`config.mk`:
```
export PLATFORM = sky130hd
export DESIGN_NAME = pc_predict
export DESIGN_NICKNAME = d
export VERILOG_FILES = /design/src/rtl/cpu_types_pkg.sv /design/src/rtl/sat_ctr2.sv /design/src/rtl/pc_predict.sv
export SDC_FILE = /design/constraint.sdc
export NUM_CORES = 2
export LEC_CHECK = 0
export BUFFER_PORTS_ARGS = -buffer_cell sky130_fd_sc_hd__buf_2
export CELL_PAD_IN_SITES_DETAIL_PLACEMENT = 2
export CELL_PAD_IN_SITES_GLOBAL_PLACEMENT = 2
export CORE_MARGIN = 2
export CORE_UTILIZATION = 50
export CTS_CLUSTER_SIZE = 16
export DETAILED_ROUTE_END_ITERATION = 10
export PLACE_DENSITY = 0.94
export SKIP_CTS_REPAIR_TIMING = 1
export SYNTH_ARGS = -nofsm -noshare
export SYNTH_HDL_FRONTEND = slang
export SYNTH_SLANG_ARGS = --single-unit
```
`constraint.sdc`:
```
create_clock -name CLK -period 8.3 [get_ports CLK]
set_input_delay 0.415 -clock CLK [delete_from_list [all_inputs] [get_ports CLK]]
set_output_delay 0.415 -clock CLK [all_outputs]
set_load 0.05 [all_outputs]
```
`src/rtl/cpu_types_pkg.sv`:
```
// Shared CPU types: BTB direction-counter encodings and helpers.
// Latency: n/a (declarations only).
// Backpressure: n/a.
package cpu_types_pkg;

    // 2-bit direction counter encodings; bit 1 is the taken prediction.
    localparam logic [1:0] CTR_STRONG_NT = 2'b00;
    localparam logic [1:0] CTR_WEAK_NT   = 2'b01;
    localparam logic [1:0] CTR_WEAK_T    = 2'b10;
    localparam logic [1:0] CTR_STRONG_T  = 2'b11;

endpackage

```
`src/rtl/sat_ctr2.sv`:
```
// 2-bit saturating counter next-value: +1 on taken, -1 on not taken.
// Latency: combinational.
// Backpressure: none.
module sat_ctr2
    import cpu_types_pkg::*;
(
    input  logic [1:0] ctr_i,
    input  logic       taken_i,
    output logic [1:0] ctr_o
);

    // Step toward the observed direction, sticking at the ends.
    always_comb begin
        ctr_o = ctr_i;
        if (taken_i && (ctr_i != CTR_STRONG_T)) begin
            ctr_o = ctr_i + 2'd1;
        end else if (!taken_i && (ctr_i != CTR_STRONG_NT)) begin
            ctr_o = ctr_i - 2'd1;
        end
    end

endmodule

```
`src/rtl/pc_predict.sv`:
```
// Fetch PC register with direct-mapped BTB and 2-bit direction counters.
// Latency: redirect/update visible 1 cycle after the edge; lookup is combinational.
// Backpressure: pcEN=0 holds the PC, but redirects and BTB updates still apply.
module pc_predict
    import cpu_types_pkg::*;
#(
    parameter int              PC_W        = 32,
    parameter logic [PC_W-1:0] PC_INIT     = '0,
    parameter int              BTB_ENTRIES = 16,
    localparam int             IDX_W       = $clog2(BTB_ENTRIES)
) (
    input  logic            CLK,
    input  logic            nRST,
    input  logic            pcEN,
    input  logic            redir_valid,
    input  logic [PC_W-1:0] redir_pc,
    input  logic            upd_valid,
    input  logic [PC_W-1:0] upd_pc,
    input  logic            upd_taken,
    input  logic [PC_W-1:0] upd_target,
    output logic [PC_W-1:0] imemaddr,
    output logic            pred_taken,
    output logic [PC_W-1:0] pred_target
);

    localparam int TAG_W = PC_W - IDX_W - 2;

    typedef struct packed {
        logic             valid;
        logic [TAG_W-1:0] tag;
        logic [PC_W-1:0]  target;
        logic [1:0]       ctr;
    } btb_entry_t;

    btb_entry_t      btb_q [BTB_ENTRIES];
    logic [PC_W-1:0] pc_q, pc_d;

    // Lookup side (current fetch PC).
    logic [IDX_W-1:0] rd_idx;
    logic [TAG_W-1:0] rd_tag;
    btb_entry_t       rd_e;
    logic             rd_hit;

    // Update side (resolved instruction PC).
    logic [IDX_W-1:0] up_idx;
    logic [TAG_W-1:0] up_tag;
    btb_entry_t       up_e;
    logic             up_hit;
    logic [1:0]       up_ctr_nxt;
    logic             wr_en;
    btb_entry_t       wr_e;

    // Byte-offset bits never select an entry.
    logic [1:0] unused_upd_lsb;
    assign unused_upd_lsb = upd_pc[1:0];

    assign imemaddr = pc_q;

    assign rd_idx = pc_q[IDX_W+1:2];
    assign rd_tag = pc_q[PC_W-1:IDX_W+2];
    assign rd_e   = btb_q[rd_idx];
    assign rd_hit = rd_e.valid && (rd_e.tag == rd_tag);

    assign up_idx = upd_pc[IDX_W+1:2];
    assign up_tag = upd_pc[PC_W-1:IDX_W+2];
    assign up_e   = btb_q[up_idx];
    assign up_hit = up_e.valid && (up_e.tag == up_tag);

    // Prediction reads the array before any same-cycle write lands.
    always_comb begin
        pred_taken  = rd_hit && rd_e.ctr[1];
        pred_target = pred_taken ? rd_e.target : (pc_q + PC_W'(4));
    end

    sat_ctr2 u_sat_ctr2 (
        .ctr_i   (up_e.ctr),
        .taken_i (upd_taken),
        .ctr_o   (up_ctr_nxt)
    );

    // Build the entry write: train on hit, allocate on taken miss, ignore not-taken miss.
    always_comb begin
        wr_en = 1'b0;
        wr_e  = up_e;
        if (upd_valid) begin
            if (up_hit) begin
                wr_en    = 1'b1;
                wr_e.ctr = up_ctr_nxt;
                if (upd_taken) begin
                    wr_e.target = upd_target;
                end
            end else if (upd_taken) begin
                wr_en       = 1'b1;
                wr_e.valid  = 1'b1;
                wr_e.tag    = up_tag;
                wr_e.target = upd_target;
                wr_e.ctr    = CTR_WEAK_T;
            end
        end
    end

    // Next fetch PC: redirect beats advance beats hold.
    always_comb begin
        pc_d = pc_q;
        if (redir_valid) begin
            pc_d = redir_pc;
        end else if (pcEN) begin
            pc_d = pred_target;
        end
    end

    // PC register.
    always_ff @(posedge CLK or negedge nRST) begin
        if (!nRST) begin
            pc_q <= PC_INIT;
        end else begin
            pc_q <= pc_d;
        end
    end

    // BTB array; reset clears valids and parks counters at weakly-not-taken.
    always_ff @(posedge CLK or negedge nRST) begin
        if (!nRST) begin
            for (int i = 0; i < BTB_ENTRIES; i++) begin
                btb_q[i] <= '{valid: 1'b0, tag: '0, target: '0, ctr: CTR_WEAK_NT};
            end
        end else if (wr_en) begin
            btb_q[up_idx] <= wr_e;
        end
    end

endmodule
```
==> flow_summary.toml, run 1 <==
[floorplanning]
die_y_um = 342
start_util_pct = 50.6
io_pins = 167
chipWidth_um = 342
rows = 123

[synthesis]
yosys.area.top_type = "dfrtp_1"
avgSynthCellArea_um2 = 14.2
synthesis.nets = 4129
syn_area_um2 = 57000
yosysUniqueCellTypes = 87
async_reset_ff_share_pct = 100
synth_top_area_share_pct = 43.5
synth-edff-count = 0
netlist_top_cells_area = "dfrtp_1 (44%), mux2_2 (20%), mux4_2 (18%)"
syn_inst = 4024
yosys_register_bits = 1008
yosysSeqAreaShare_pct = 44.3
synth_top_flop_cell = "dfrtp_1"
yosys_warnings = 0

[global_route]
grt_max_degree = 183
grtUsageTotal_pct = 78.5
antenna_found_initial = 79
grt-ovfl-total = 396

[clock_tree]
htreeDepth = 3
cts.sinks = 1008
cts_max_path_buffers = 3
cts_buffers = 111
clockRootBuffer = "clkbuf_16"

[placed_design]
io_buffers = 164
dp_hpwl_um = 160000
gp_congestion = 0.948

[outcome]
stop_error = "[ERROR GRT-0232] Routing congestion too high. Check the congestion heatmap in the GUI."
status = "did not finish"
lastStage = "5_1_grt"

[sta]
crit_endpoint = "pred_target[9]"
endpoint_type = "top-level output"
cells in the mapped netlist (27+ instances only):
library cell     n
mux2_2        1015
dfrtp_1        992
mux4_2         456
mux2i_1        182
clkbuf_1       168
buf_2          158
nand2_1        112
nor2_1          64
mux2_1          56
nand3_1         56
xnor2_1         49
a22oi_1         46
buf_1           46
o21ai_0         39
a21oi_1         38
nand4_1         30
nor2b_1         28
and3_1          27
layer usage:
| layer | GRT overflow | global-route usage [%] |
|---|---|---|
| met1 | 18 | 79.1 |
| met2 | 183 | 89.3 |
| met3 | 26 | 70.9 |
| met4 | 166 | 75.1 |
| met5 | 3 | 40.4 |
per-stage QoR:
step,instances,worst slack (ns),instance area [um2],hold slack (ns),util [%]
after floorplan,4024,3.19,57000,0.119,-
after global placement,5392,2.22,59100,0.479,52.4
after CTS,5591,0.413,62700,-0.258,55.6
after detailed placement,5392,1.69,59100,0.494,52.4
kinds of logic after synthesis:
logic type	count (synthesis)	share of synthesized area, %
multiplexers	1709	42.3
flip-flops	1008	44.3
AND/OR/NAND/NOR	491	4.82
buffers and inverters	419	3.24
AO/OA/AOI/OAI	330	4.29
XOR/XNOR	64	0.983
adder cells (fa/ha/maj)	3	0.0658
==> run 2, diff against run 1 <==
Settings changed: CELL_PAD_IN_SITES_DETAIL_PLACEMENT 2 to unset, CELL_PAD_IN_SITES_GLOBAL_PLACEMENT 2 to unset, CORE_UTILIZATION 50 to 38, CTS_CLUSTER_SIZE 16 to unset, PLACE_DENSITY 0.94 to unset, PLACE_DENSITY_LB_ADDON set to 0.15.
==> flow_summary.toml, run 2 <==
[cells_and_area]
utilization_pct = 42.9
postLayoutCellArea_um2 = 64100
mostFrequentLayoutCells = "mux2_2 (1015), dfrtp_1 (988), mux4_2 (456)"
largest_reg_flops = 976
final_common_cell = "mux2_2"
regArea_um2 = 25300
drive_gt1_share_pct = 48.3
synthToLayoutAreaGrowth_pct = 12.3
nNetsFinal = 4147
top_register = "btb_q"
multi_input_area_um2 = 30100
nFillCells = 13800

[global_route]
grt_pass1_wl_um = 287000
grt_pass1_vias = 38300
grt_max_degree = 165
antenna_found_initial = 14
grtUsageTotal_pct = 26.0
grt-ovfl-total = 0

[drt]
wire_per_inst_um = 32.3
finalWirelength_um = 199000
dr.pass1.iters = 5
vias = 37900
drtAntennaViolNets = 0
drcViolationCount = 0
post_drt_via_cell_ratio = 6.16
drt_iter0_drc = 3268

[floorplanning]
core-area_um2 = 149000
die-area_um2 = 153000
die_y_um = 391
io_pins = 167
chipWidth_um = 391
start_util_pct = 38.2
rows = 142

[synthesis]
yosysSeqAreaShare_pct = 44.3
synth.most_common_cell = "mux2_2"
synth_xor_area_share_pct = 0.983
synth_commonest_cells = "mux2_2 (1015), dfrtp_1 (992), mux4_2 (456)"
synth-compound-area-share_pct = 4.29
avgSynthCellArea_um2 = 14.2
synth_top_flop_cell = "dfrtp_1"
netlist_top_cells_area = "dfrtp_1 (44%), mux2_2 (20%), mux4_2 (18%)"
yosys_register_bits = 1008
yosys.area.top_type = "dfrtp_1"
yosysUniqueCellTypes = 87
synthMuxAreaShare_pct = 42.3
synth-edff-count = 0
yosys_warnings = 0
synthAdderAreaFrac_pct = 0.0658
synth_top_family_by_area = "multiplexers"
syn_inst = 4024
synthesis.nets = 4129
synthSimpleGateAreaFrac_pct = 4.82
async_reset_ff_share_pct = 100
synth_top_area_share_pct = 43.5
syn_area_um2 = 57000

[power_and_ir_drop]
powerDensity_nw_per_um2 = 234
p_leak_nw = 28.0
vdd_drop_max_mv = 0.214

[clock_tree]
clk_latency_ns = 0.78
clockRootBuffer = "clkbuf_16"
cts_tree = "built"
cts.sinks = 1008
clkSlewWorstSetupHoldPaths_ns = 0.06
cts_buffers = 117
cts_max_path_buffers = 3
htreeDepth = 3

[critical_path]
rr_endpoint = "imemaddr[26]"
arrival_ns = 6.34
start_kind = "flop"
r2r_start = "imemaddr[3]"
rrSetupSlack_ns = 2.85
r2r_cells = 12
path_class = "flop to output port"
crit_fanout = 43
worstSetupEndpointType = "output port"
crit_required_ns = 7.89

[placed_design]
io_buffers = 164
placed_area_um2 = 59800
gp_congestion = 0.888
dp_hpwl_um = 121000
post-place-ws_ns = 2.22

[sta]
maxSlewViolCount = 0
finalWorstSetupSlack_ns = 1.55
max_slew_margin_pct = 8.63
post-route-min-period_ns = 6.75
setup_tns_ns = 0
rsz0062_at_grt = "false"
tightest_slew_ns = 1.33
hold_viol = 0
timing.fmax_mhz = 148
setup_viol = 0
fin_skew_ns = 0.0852
fin_crit_sh_pct = 81.3

[min_path]
whs_path_depth = 3
hp-class = "primary input to flop"
hold_end = "imemaddr[1]"
hp-start = "redir_pc[1]"

[run]
cap_viol_max_count = 0

[outcome]
status = "completed"
==> run 2: cell counts after synthesis <==
No cell type changed its count.
==> run 2: worst max path at each step <==
stage                     cells past startpoint  slack [ns]               to   startpoint
after floorplan                              14        3.19  pred_target[12]  imemaddr[3]
after global placement                       12        2.17       btb_q[346]    upd_pc[2]
after detailed placement                     12        2.22       btb_q[340]    upd_pc[2]
after CTS                                    10        1.53   pred_target[6]  imemaddr[2]
after global routing                         11        1.25   pred_target[4]  imemaddr[4]
final                                        13        1.55   pred_target[4]  imemaddr[3]
==> run 2: cell families after synthesis <==
kind of cell,count (synthesis)
flip-flops,1008
buffers and inverters,419
AND/OR/NAND/NOR,491
multiplexers,1709
XOR/XNOR,64
AO/OA/AOI/OAI,330
adder cells (fa/ha/maj),3
==> run 2: critical path, stage by stage (launching register included) <==
cell and delay [ns]:
dfrtp_4 0.67, buf_4 0.38, nor2_2 0.83, a221oi_1 0.31, a2111oi_0 0.76, a2111oi_0 0.14, o21ai_0 0.11, a2111oi_0 0.09
buf_4 0.21, nand3_4 0.21, buf_4 0.51, nor2_1 0.10, a21oi_1 0.79, buf_2 0.41
==> run 2: per-stage QoR <==
| step | cells | total power [W] | hold WS [ns] |
|---|---|---|---|
| after floorplan | 4024 | 0.00850 | 0.119 |
| after global placement | 5912 | 0.00963 | 0.482 |
| after detailed placement | 5912 | 0.00969 | 0.481 |
| after CTS | 6126 | 0.0151 | -0.323 |
| after global routing | 6154 | 0.0156 | 0.0438 |
| final | 6158 | 0.0150 | 0.0330 |
==> run 2: cell type report <==
class,instances,area share (%)
sequential,1008,39.4
clock buffer,168,5.28
antenna,5,0.0195
inverter,28,0.168
multi-input combinational,2597,47.0
timing repair buffer,290,3.31
tap,2016,3.94
clock inverter,46,0.883
==> run 2: power breakdown <==
group          leakage, nW  internal [W]  switching [W]
Combinational         12.6       0.00163        0.00179
Sequential            13.4       0.00562       0.000606
Clock                 1.94       0.00311        0.00224
==> run 2: metal layers <==
layer / GRT usage [%] / vias to the layer above / wire length (um)
met3: 4.93 / 313 / 14000
met4: 7.30 / 6 / 5700
met5: 0 / - / 34
met2: 39.5 / 1333 / 89200
li1: - / 15600 / -
met1: 38.0 / 20600 / 89700
No activity file was read; power rests on OpenSTA's default activity.
